[config.mk]
export PLATFORM = sky130hd
export DESIGN_NAME = hs_lane_sequencer
export DESIGN_NICKNAME = d
export VERILOG_FILES = /design/src/rtl/hs_lane_sequencer.sv
export SDC_FILE = /design/constraint.sdc
export NUM_CORES = 1
export LEC_CHECK = 0
export ABC_CLOCK_PERIOD_IN_PS = 1900
export CORE_MARGIN = 1.5
export CORE_UTILIZATION = 45
export DETAILED_ROUTE_END_ITERATION = 8
export PLACE_DENSITY = 0.74
export SLEW_MARGIN = 25
export SYNTH_ARGS = -nofsm -noshare
export SYNTH_HDL_FRONTEND = slang
export SYNTH_SLANG_ARGS = --single-unit
[constraint.sdc]
create_clock -name TX_DDR_clk -period 1.9 [get_ports TX_DDR_clk]
set_input_delay 0.38 -clock TX_DDR_clk [delete_from_list [all_inputs] [get_ports TX_DDR_clk]]
set_output_delay 0.38 -clock TX_DDR_clk [all_outputs]
set_load 0.03 [all_outputs]
[src/rtl/hs_lane_sequencer.sv]
// HS data-lane sequencer: HS-zero, sync byte, handshaked payload, HS-trail into the DEFF DDR flop.
// Optional macro HS_MSB_FIRST_EN selects MSB-first bit order (default LSB first).
module hs_lane_sequencer #(
  parameter int unsigned ZERO_CYCLES  = 8,
  parameter int unsigned TRAIL_CYCLES = 4,
  parameter logic [7:0]  SYNC_BYTE    = 8'hB8
) (
  input  logic       TX_DDR_clk,
  input  logic       TX_rst_n,
  input  logic       HS_req,
  input  logic [7:0] Byte_data,
  input  logic       Byte_valid,
  output logic       Byte_ready,
  output logic       Enable,
  output logic       Serial_B1,
  output logic       Serial_B2,
  output logic       HS_busy
);

  typedef enum logic [2:0] {IDLE, ZERO, SYNC, DATA, TRAIL} state_t;

  localparam logic [7:0] ZERO_LAST  = 8'(ZERO_CYCLES - 1);
  localparam logic [7:0] TRAIL_LAST = 8'(TRAIL_CYCLES - 1);

  state_t     state;
  logic [1:0] pair_cnt;
  logic [7:0] cyc_cnt;
  logic [7:0] shift_reg;
  logic       req_seen;

  // Returns {Serial_B1, Serial_B2} for pair k of byte b.
  function automatic logic [1:0] pair_bits(input logic [7:0] b, input logic [1:0] k);
`ifdef HS_MSB_FIRST_EN
    return {b[3'd7 - {k, 1'b0}], b[3'd6 - {k, 1'b0}]};
`else
    return {b[{k, 1'b0}], b[{k, 1'b1}]};
`endif
  endfunction

  assign Byte_ready = ((state == SYNC) || (state == DATA)) && (pair_cnt == 2'd3);

  // A request seen in IDLE is latched first, so ZERO starts one edge after sampling.
  always_ff @(posedge TX_DDR_clk) begin
    if (!TX_rst_n) begin
      state     <= IDLE;
      pair_cnt  <= '0;
      cyc_cnt   <= '0;
      shift_reg <= '0;
      req_seen  <= 1'b0;
      Enable    <= 1'b0;
      Serial_B1 <= 1'b0;
      Serial_B2 <= 1'b0;
      HS_busy   <= 1'b0;
    end else begin
      unique case (state)
        IDLE: begin
          if (req_seen) begin
            state                  <= ZERO;
            req_seen               <= 1'b0;
            cyc_cnt                <= '0;
            Enable                 <= 1'b1;
            HS_busy                <= 1'b1;
            {Serial_B1, Serial_B2} <= 2'b00;
          end else begin
            req_seen <= HS_req;
          end
        end
        ZERO: begin
          if (cyc_cnt == ZERO_LAST) begin
            state                  <= SYNC;
            shift_reg              <= SYNC_BYTE;
            pair_cnt               <= '0;
            {Serial_B1, Serial_B2} <= pair_bits(SYNC_BYTE, 2'd0);
          end else begin
            cyc_cnt <= cyc_cnt + 8'd1;
          end
        end
        SYNC, DATA: begin
          if (pair_cnt != 2'd3) begin
            pair_cnt               <= pair_cnt + 2'd1;
            {Serial_B1, Serial_B2} <= pair_bits(shift_reg, pair_cnt + 2'd1);
          end else if (Byte_valid) begin
            state                  <= DATA;
            shift_reg              <= Byte_data;
            pair_cnt               <= '0;
            {Serial_B1, Serial_B2} <= pair_bits(Byte_data, 2'd0);
          end else begin
            // Trail level is the inverse of the last bit sent, which sits in Serial_B2.
            state     <= TRAIL;
            cyc_cnt   <= '0;
            Serial_B1 <= ~Serial_B2;
            Serial_B2 <= ~Serial_B2;
          end
        end
        TRAIL: begin
          if (cyc_cnt == TRAIL_LAST) begin
            state     <= IDLE;
            Enable    <= 1'b0;
            HS_busy   <= 1'b0;
            Serial_B1 <= 1'b0;
            Serial_B2 <= 1'b0;
          end else begin
            cyc_cnt <= cyc_cnt + 8'd1;
          end
        end
        default: state <= IDLE;
      endcase
    end
  end

endmodule
Yosys cells after proc, flatten, opt, wreduce, memory -nomap -nowiden
Cells that the tools add are included.
- output and inout port bits: 5
- register bits after elaboration: 25
- $add $sub $neg: 2
- reductions and logical operators: 13
- $lt $le $gt $ge: 2
- bitwise logic cells: 1
- muxes and demuxes: 36
- equal/unequal tests: 17
- operators by type and width (cell ; count):
    $mux W8 ; 8
    $pmux W8 S4 ; 1
    $ne A2 B2 Y1 const B ; 9
    $pmux W8 S2 ; 1
    $mux W3 ; 5
    $pmux W3 S4 ; 1
    $reduce_and A4 Y1 ; 3
    $mux W1 ; 11
    $add A8 B1 Y8 const B ; 1
    $eq A8 B2 Y1 const B ; 1
    $eq A8 B3 Y1 const B ; 1
    $lt A3 B4 Y1 const B ; 2
    $pmux W1 S4 ; 2
    $eq A3 B2 Y1 const B ; 2
    $mux W2 ; 3
    $reduce_and A3 Y1 ; 2
    $reduce_and A6 Y1 ; 1
    $bmux W1 S2 ; 2
    $pmux W2 S2 ; 1
    $reduce_bool A2 Y1 ; 2
    $reduce_bool A4 Y1 ; 1
    $eq A3 B1 Y1 const B ; 1
    $eq A3 B3 Y1 const B ; 1
    $logic_not A3 Y1 ; 1
    other kinds (8) ; 8

Depth between registers and ports, before layout
Gate-level depths: netlist of the first run.
- depth after elaboration: 5
- depth in mapped cells: 6
- depth with buffers taken out: 5

Worst setup path before layout of the first run
OpenSTA, ideal clock, no wires.
- kind: reg2reg
- from: register pair_cnt[0]
- to: register cyc_cnt[5]
- data required time: 1781 ps
- arrival: 1653 ps
- period minus slack after synthesis: 1771 ps
- stages on the path, launching flop included: 7
- path buffers: 1
- setup slack: 129 ps
- cells stage by stage: dfxtp_1 ha_1 clkbuf_2 nand2b_1 a221o_1 or2_1 o221a_2
- word-level cells in the longest chain between the ends: 3
- RTL lines (element ; line ; source):
    from (decl) ; 26 ; logic [1:0] pair_cnt;
    from (signal assigned) ; 80 ; pair_cnt <= pair_cnt + 2'd1;
    $ne A2 B2 Y1 ; 79 ; if (pair_cnt != 2'd3) begin
    $ne A2 B2 Y1 (no line) ; - ;
    $reduce_and A6 Y1 (no line) ; - ;
    to (signal assigned) ; 75 ; cyc_cnt <= cyc_cnt + 8'd1;
    to (signal assigned) ; 103 ; cyc_cnt <= cyc_cnt + 8'd1;
    to (decl) ; 27 ; logic [7:0] cyc_cnt;
Every way passes these cells.
A chain may end at the register's enable or synchronous reset.

Final worst setup path of the first run
- from: register Serial_B2
- to: output Serial_B2
- RTL lines (element ; line ; source):
    from (decl) ; 16 ; output logic Serial_B2,
    from (signal assigned) ; 73 ; {Serial_B1, Serial_B2} <= pair_bits(SYNC_BYTE, 2'd0);
    from (signal assigned) ; 81 ; {Serial_B1, Serial_B2} <= pair_bits(shift_reg, pair_cnt + 2'd1);
    from (signal assigned) ; 86 ; {Serial_B1, Serial_B2} <= pair_bits(Byte_data, 2'd0);
No word-level cell between the ends.

==> reports/qor.yml, run 1 <==
cells_and_area:
  finalNetCount: 208
  final_util: 0.5798
  stdcell_area_sq_um: 1799
  syn_to_final_growth_pct: 21.25
  drive_above_1_share: 0.1658
  antenna_cells: 0
critical_path:
  crit_path_max_incr_delay_ns: 0.69
  critPathLaunch: "Serial_B2"
  path_class: "flip-flop to output port"
  arrival_ns: 1.43
  r2r_start: "state[0]"
  crit_family: "buffers and inverters"
  path_max_fanout: 4
  end_kind: "output port"
  crit_path_start_kind: "flip-flop"
  worst_ep_required_time_ns: 1.52
  cpMaxStageDelayCell: "clkdlybuf4s50_1"
  critPathBufInv: 1
  path_cells: "clkdlybuf4s50_1"
synth:
  synth.avg_cell_area_sq_um: 8.833
  yosysSeqAreaShare: 0.3373
  synth_edf_count: 0
  async_flop_share: 0
  yosysTopAreaCellShare: 0.3373
  syn-num-nets: 182
  synth_most_common_cell: "dfxtp_1"
  yosysTopAreaCell: "dfxtp_1"
  synth_area_leaders: "dfxtp_1 34%, mux2i_1 5.4%, nand2_1 4.0%"
  syn-cell-area_sq_um: 1484
  yosys.cell_types.count: 48
  yosys-top-cells-count: "25 x dfxtp_1, 16 x nand2_1, 9 x nand3_1"
  ys_warn_count: 0
  synthCells: 168
  synth-seq-cells: 25
  ys.flop_type: "dfxtp_1"
timing:
  min_period_over_period: 0.9505
  worst-slew-pin-transition_ns: 0.4471
  fin_crit_ns: 1.806
  fin_ws_ns: 0.09413
  fin_hold_ws_ns: 0.4720
  grt_setup_unrepaired: "false"
  drv_slew: 0
  finalHoldViolations: 0
  setup_viol: 0
  relSlewSlack: 0.7005
  clock.fmax_mhz: 553.8
  clock_skew_ns: 0.007086
status:
  status: "completed"
placed_design:
  port_buffers: 16
  preCtsSetupSlack_ns: -0.1530
  dp_hpwl_microns: 2562
  gp_congestion: 0.8501
  place_area_sq_um: 1760
power_and_ir_drop:
  p_clk_frac: 0.129
  p_seq_frac: 0.369
  p_sw_w: 0.0008019
  p_int_w: 0.001171
  power_density_nw_per_um2: 1096
  p_leak_nw: 0.6780
  combPwrFrac: 0.502
  switching_share: 0.4065
  peakVddDrop_mv: 0.6775
clock_tree:
  cts_tree: "done"
  cts_made_buffers: 3
  root_buffer: "clkbuf_4"
  clockBufferDepth: 2
  path_clk_slew_ns: 0.15
  clock_latency_ns: 0.33
  post_cts_buffers: 0
  cts.sink_count: 25
  htree_num_levels: 1
route:
  num_vias: 1392
  totalWireLength_microns: 3434
  via_per_inst: 5.873
  drt_iter0_drc: 73
  ant_nets: 0
  wl_per_cell_microns: 14.49
  first_pass_iters: 4
  drc: 0
global_route:
  grt_max_degree: 31
  grt_pass1_wl_microns: 5892
  antenna_found_initial: 0
  grt.overflow.total: 0
  grt_pass1_vias: 1369
  grt_usage: 0.2059
floorplan:
  dieArea_sq_um: 3651
  core-area_sq_um: 3103
  die_x_microns: 60.43
  die_y_microns: 60.43
  rows: 20
  ios: 17
  initial_core_util: 0.4782
run:
  maxCapViolations: 0
hold_path:
  hold_path.class: "flip-flop to flip-flop"
  hold_start: "shift_reg[1]"
-- path summary, 6_finish.rpt --
check	to	cells past startpoint	slack [ns]
setup / recovery	Serial_B2	1	0.09
hold / removal	shift_reg[1]	2	0.47
setup reg to reg	cyc_cnt[4]	4	0.10
hold reg to reg	shift_reg[1]	2	0.47
-- through the flow --
stage          power, W  cells  setup TNS, ns
2_1_floorplan  0.001366    168              0
3_5_place_dp   0.001706    233         -1.140
4_1_cts        0.001954    237              0
3_3_place_gp   0.001673    233        -0.7918
5_1_grt        0.002086    237              0
6_report       0.001972    237              0
-- cell type report --
type,instances,area (sq um)
flip-flops and latches,25,501.7
repair buffers,33,285.3
fillers,296,1304
inverters,4,15.01
clock buffers,3,22.52
well taps,44,55.05
multi-input cells,127,912.1
clock inverters,1,7.507
-- kinds of logic after synthesis --
group                    synth area share
multiplexers                      0.08432
flip-flops                         0.3373
buffers and inverters             0.05311
AND/OR/NAND/NOR                    0.2530
XOR/XNOR                         0.005903
adder cells (fa/ha/maj)           0.01686
AO/OA/AOI/OAI                      0.2496
-- layer usage --
metal / global-route usage / routed length (microns) / vias up
met2: 0.3556 / 1713 / 27
met4: 0.04658 / 12 / 0
met3: 0.04051 / 114 / 4
li1: - / - / 688
met5: 0 / 0 / -
met1: 0.2674 / 1593 / 673
-- power groups by stage --
| stage | Combinational [W] | Sequential [W] | Clock [W] |
|---|---|---|---|
| after global routing | 0.00107 | 0.000742 | 0.000277 |
| after detailed placement | 0.000975 | 0.000730 | 0 |
| after global placement | 0.000950 | 0.000723 | 0 |
| after floorplan | 0.000664 | 0.000702 | 0 |
| final | 0.000990 | 0.000727 | 0.000255 |
| after CTS | 0.000976 | 0.000720 | 0.000258 |
-- timing repair --
action                     4_1_cts  5_1_grt
setup endpoints to repair        0        2
hold buffers                     0        0
resized for setup                0        2
-- cell usage in the layout (no fill, tap or decap), types with 5 or more instances in the layout --
master,instances
nand2b_1,8
nor2_1,6
nand2_1,16
o31ai_1,8
o21ai_0,7
buf_4,18
nor3_1,5
dfxtp_1,24
nand3_1,9
clkdlybuf4s50_1,15
mux2i_1,8
a21oi_1,8
Note: power is estimated with default switching activity, not from simulation.
==> run 2: changes to the inputs <==
Settings changed: ABC_CLOCK_PERIOD_IN_PS 1900 to default, PLACE_DENSITY 0.74 to 0.71.
Clock period 1.9 ns to 1.7 ns, I/O delays scaled along.
==> reports/qor.yml, run 2 (same netlist as run 1, synthesis figures left out) <==
critical_path:
  path_class: "flip-flop to flip-flop"
  worst_ep_required_time_ns: 1.94  # +0.42 ns
  end_kind: "flip-flop"
  arrival_ns: 1.89  # +0.46 ns
  crit_path_start_kind: "flip-flop"
  path_max_fanout: 8  # +4
  reg2reg_slack_ns: 0.05  # -0.05 ns
  r2r_start: "state[1]"
  r2r_cells: 7  # +3
  critPathLaunch: "state[1]"
timing:
  fin_crit_ns: 1.649
  min_period_over_period: 0.9702
  worst-slew-pin-transition_ns: 0.4464  # -0.0007684 ns
  clock.fmax_mhz: 606.3
  drv_slew: 0  # unchanged
  finalHoldViolations: 0  # unchanged
  relSlewSlack: 0.7010  # about the same
  clock_skew_ns: 0.005161  # -0.001925 ns
  setup_viol: 0  # unchanged
cells_and_area:
  syn_to_final_growth_pct: 34.99
  finalNetCount: 225  # +8.2%
  fillCellCount: 283  # -4.4%
  layout_common_cells: "31 x buf_4, 19 x dfxtp_1, 16 x nand2_1"
  instances_no_fill: 254  # +7.2%
  stdcell_area_sq_um: 2003  # +11%
  final_util: 0.6456  # +0.06573
  final_common_cell: "buf_4"
  drive_above_1_share: 0.3000  # +0.1342
  antenna_cells: 0  # unchanged
clock_tree:
  cts_tree: "done"
  cts.sink_count: 25  # unchanged
  htree_num_levels: 1  # unchanged
  clockBufferDepth: 2  # unchanged
  root_buffer: "clkbuf_4"
  clock_latency_ns: 0.32  # about the same
  cts_made_buffers: 3  # unchanged
  path_clk_slew_ns: 0.15  # about the same
  ctsHoldBuffers: 0  # unchanged
placed_design:
  port_buffers: 16  # unchanged
  dp_hpwl_microns: 2694  # +5.2%
  place_area_sq_um: 1822  # +3.5%
  gp_congestion: 0.8062  # -5.2%
  place_inst: 241  # +3.4%
global_route:
  grt.overflow.total: 0  # unchanged
  grt_pass1_wl_microns: 6058  # +2.8%
  antenna_found_initial: 0  # unchanged
  grt_max_degree: 31  # unchanged
  grt_pass1_vias: 1354  # -1.1%
  grt_usage: 0.2212  # +0.01533
route:
  totalWireLength_microns: 4058  # +18%
  drc: 0  # unchanged
  wl_per_cell_microns: 15.98  # +10%
  first_pass_iters: 4  # unchanged
  drt_iter0_drc: 99  # +36%
  num_vias: 1532  # +10%
  ant_nets: 0  # unchanged
  via_per_inst: 6.031  # +2.7%
floorplan:
  initial_core_util: 0.4782  # unchanged
  core-area_sq_um: 3103  # unchanged
  ios: 17  # unchanged
  dieArea_sq_um: 3651  # unchanged
  rows: 20  # unchanged
  die_y_microns: 60.43  # unchanged
  die_x_microns: 60.43  # unchanged
status:
  status: "completed"
hold_path:
  hold_path.class: "flip-flop to flip-flop"
  hold_start: "shift_reg[5]"
  whs_path_depth: 2  # unchanged
power_and_ir_drop:
  peakVddDrop_mv: 0.9006  # +33%
  power_density_nw_per_um2: 1233  # +13%
  p_leak_nw: 0.8173  # +21%
run:
  maxCapViolations: 0  # unchanged
[run 2: cell types whose count changed in the layout (fill, tap and decap cells not counted), sizes merged]
cell	previous run	this run
clkinvlp	1	0
clkinv	0	1
a221o	1	2
buf	18	34
dlymetal6s2s	0	1
dlygate4sd2	0	3
clkdlybuf4s50	15	11
[run 2: layout make-up]
class                           instances  area, sq um  share of cell area
Multi-Input combinational cell        128        968.4              0.4834
Tap cell                               44        55.05             0.02748
Timing Repair Buffer                   49        424.2              0.2117
Clock buffer                            3        22.52             0.01124
Inverter                                4        15.01            0.007495
Sequential cell                        25        513.0              0.2561
Clock inverter                          1        5.005            0.002498
[run 2: what timing repair did]
item	CTS	global route
gates resized for setup	13	19
gates cloned	0	1
buffers inserted	0	8
endpoints found under the setup margin	10	23
pin swaps	1	2
[run 2: worst max-delay path, stage by stage (launching register included)]
cell      delay, ns
dfxtp_4        0.40
buf_12         0.13
buf_4          0.15
nand2b_1       0.17
a211oi_1       0.25
a31oi_1        0.06
buf_4          0.16
o31ai_1        0.25
[run 2: layer usage]
layer / wire [microns] / up-vias / GRT usage
met3: 189 / 8 / 0.04691
li1: - / 724 / -
met5: 0 / - / 0
met2: 2059 / 50 / 0.3929
met4: 70 / 0 / 0.06522
met1: 1739 / 750 / 0.2696
[run 2: power breakdown]
| part | leakage [nW] | internal [W] | switching [W] | total, W |
|---|---|---|---|---|
| Sequential | 0.206 | 0.000703 | 0.000110 | 0.000813 |
| Clock | 0.0177 | 0.0000883 | 0.000193 | 0.000281 |
| Combinational | 0.593 | 0.000690 | 0.000686 | 0.00138 |
| Total | 0.817 | 0.00148 | 0.000990 | 0.00247 |
[run 2: final timing paths]
kind                       end
setup / recovery    cyc_cnt[4]
hold / removal    shift_reg[5]
setup reg to reg    cyc_cnt[4]
hold reg to reg   shift_reg[5]
[run 2: through the flow]
| stage | hold WS, ns | TNS, ns | setup WS [ns] | total power (W) |
|---|---|---|---|---|
| 6_report | 0.4709 | 0 | 0.05066 | 0.002471 |
| 2_1_floorplan | 0.4348 | 0 | 0.01415 | 0.001530 |
| 4_1_cts | 0.4748 | -0.007626 | -0.007626 | 0.002230 |
| 3_3_place_gp | 0.4436 | -3.052 | -0.2651 | 0.001853 |
| 3_5_place_dp | 0.4556 | -3.451 | -0.2935 | 0.001904 |
| 5_1_grt | 0.4848 | -0.05773 | -0.03340 | 0.002601 |
==> run 3: changes to the inputs <==
Settings changed: CAP_MARGIN from default to 0, CORE_UTILIZATION 45 to 37, PLACE_DENSITY 0.71 to 0.62.
==> reports/qor.yml, run 3 (same netlist as run 1, synthesis figures left out) <==
critical_path:
  r2r_end: "cyc_cnt[5]"
  path_cells: "clkdlybuf4s50_1"
  reg2reg_slack_ns: 0.06  # about the same
  path_class: "flip-flop to output port"
  worst_ep_required_time_ns: 1.36  # -0.58 ns
  r2r_start: "pair_cnt[1]"
  end_kind: "output port"
  crit_family: "buffers and inverters"
  crit_path_start_kind: "flip-flop"
  path_max_fanout: 2  # -6
  arrival_ns: 1.31  # -0.58 ns
  critPathBufInv: 1  # -2
  r2r_cells: 5  # -2
  crit_path_max_incr_delay_ns: 0.68  # +0.28 ns
  cpMaxStageDelayCell: "clkdlybuf4s50_1"
timing:
  drv_slew: 0  # unchanged
  min_period_over_period: 0.9679  # -0.002315
  fin_crit_ns: 1.645  # -0.003935 ns
  clock_skew_ns: 0.01113  # +0.005973 ns
  worst-slew-pin-transition_ns: 0.4498  # +0.003449 ns
  setup_viol: 0  # unchanged
  setup_tns_ns: 0  # unchanged
  finalHoldViolations: 0  # unchanged
  relSlewSlack: 0.6987  # -0.002310
  grt_setup_unrepaired: "true"
  clock.fmax_mhz: 607.8  # +0.24%
status:
  status: "completed"
cells_and_area:
  finalNetCount: 216  # -4.0%
  antenna_cells: 0  # unchanged
  final_util: 0.5297  # -0.1158
  fillCellCount: 374  # +32%
  layout_common_cells: "23 x buf_4, 20 x dfxtp_1, 16 x nand2_1"
  stdcell_area_sq_um: 1983  # -1.0%
  drive_above_1_share: 0.2736  # -0.02637
  syn_to_final_growth_pct: 33.64
  final_common_cell: "buf_4"
clock_tree:
  clockBufferDepth: 2  # unchanged
  cts_tree: "done"
  ctsHoldBuffers: 0  # unchanged
  clock_latency_ns: 0.28  # -0.04 ns
  path_clk_slew_ns: 0.11  # -0.04 ns
  cts_made_buffers: 3  # unchanged
  root_buffer: "clkbuf_8"
  cts.sink_count: 25  # unchanged
  htree_num_levels: 1  # unchanged
global_route:
  antenna_found_initial: 0  # unchanged
  grt_pass1_wl_microns: 6568  # +8.4%
  grt.overflow.total: 0  # unchanged
  grt_pass1_vias: 1416  # +4.6%
  grt_usage: 0.1934  # -0.02785
  grt_max_degree: 20  # -35%
placed_design:
  dp_hpwl_microns: 2744  # +1.9%
  place_area_sq_um: 1819  # -0.14%
  gp_congestion: 0.8672  # +7.6%
  port_buffers: 16  # unchanged
hold_path:
  hold_start: "shift_reg[5]"
  hold_path.class: "flip-flop to flip-flop"
  whs_path_depth: 2  # unchanged
  hold_path_end: "shift_reg[5]"
power_and_ir_drop:
  peakVddDrop_mv: 0.5898  # -35%
  total_power_w: 0.002428  # -1.7%
  p_leak_nw: 0.8070  # -1.3%
  power_density_nw_per_um2: 1224  # -0.74%
floorplan:
  initial_core_util: 0.3964  # -0.08184
  rows: 22  # +10%
  dieArea_sq_um: 4400  # +20%
  ios: 17  # unchanged
  core-area_sq_um: 3744  # +21%
  die_y_microns: 66.33  # +9.8%
  die_x_microns: 66.33  # +9.8%
route:
  wl_per_cell_microns: 14.91  # -6.7%
  num_vias: 1386  # -9.5%
  drt_iter0_drc: 106  # +7.1%
  totalWireLength_microns: 3712  # -8.5%
  via_per_inst: 5.566  # -7.7%
  first_pass_iters: 4  # unchanged
  drc: 0  # unchanged
  ant_nets: 0  # unchanged
run:
  maxCapViolations: 0  # unchanged
==> run 3: changes by cell type in the layout (fill, tap and decap cells not counted), moves of 3 or more <==
cell	previous run	this run
buf_4	31	23
dlymetal6s2s_1	1	4
clkbuf_8	0	3
clkbuf_4	3	0
dlygate4sd2_1	3	0
==> run 3: worst max-delay path by stage <==
| stage | startpoint | to | slack [ns] | cells after the start |
|---|---|---|---|---|
| floorplan | pair_cnt[0] | cyc_cnt[5] | 0.01 | 6 |
| global placement | Byte_valid | cyc_cnt[5] | -0.27 | 5 |
| detailed placement | Byte_valid | cyc_cnt[3] | -0.32 | 5 |
| CTS | state[1] | Byte_ready | 0.003 | 4 |
| global route | cyc_cnt[1] | shift_reg[2] | -0.0004 | 6 |
| finish | Serial_B1 | Serial_B1 | 0.05 | 1 |
==> run 3: timing repair <==
action | 4_1_cts | 5_1_grt
buffers inserted | 0 | 1
pin swaps | 1 | 5
gates resized for setup | 9 | 24
setup endpoints to repair | 7 | 24
==> run 3: layout make-up <==
| cell class | count | area, sq um | area share |
|---|---|---|---|
| repair buffers | 41 | 370.4 | 0.1868 |
| clock inverters | 1 | 8.758 | 0.004416 |
| clock buffers | 3 | 41.29 | 0.02082 |
| multi-input cells | 127 | 978.4 | 0.4934 |
| well taps | 48 | 60.06 | 0.03028 |
| flip-flops and latches | 25 | 509.2 | 0.2568 |
| inverters | 4 | 15.01 | 0.007571 |
==> run 3: per-layer routing <==
metal,vias up,track usage,wire [microns]
met3,4,0.02555,102
met1,657,0.2620,1829
met5,-,0,0
met2,21,0.3113,1736
li1,704,-,-
met4,0,0.07143,44
==> run 3: metrics by stage <==
step	hold slack, ns	worst slack, ns	std cells
after floorplan	0.4348	0.01415	168
after global placement	0.4463	-0.2749	244
after detailed placement	0.4566	-0.3164	244
after CTS	0.4725	0.003194	248
after global routing	0.5002	-0.0004310	249
final	0.4672	0.05459	249
==> run 3: power breakdown <==
| part | internal [W] | switching, W | leakage, nW | total [W] |
|---|---|---|---|---|
| sequential | 0.000702 | 0.0000993 | 0.205 | 0.000802 |
| combinational | 0.000596 | 0.000645 | 0.576 | 0.00124 |
| clock | 0.000172 | 0.000214 | 0.0261 | 0.000386 |
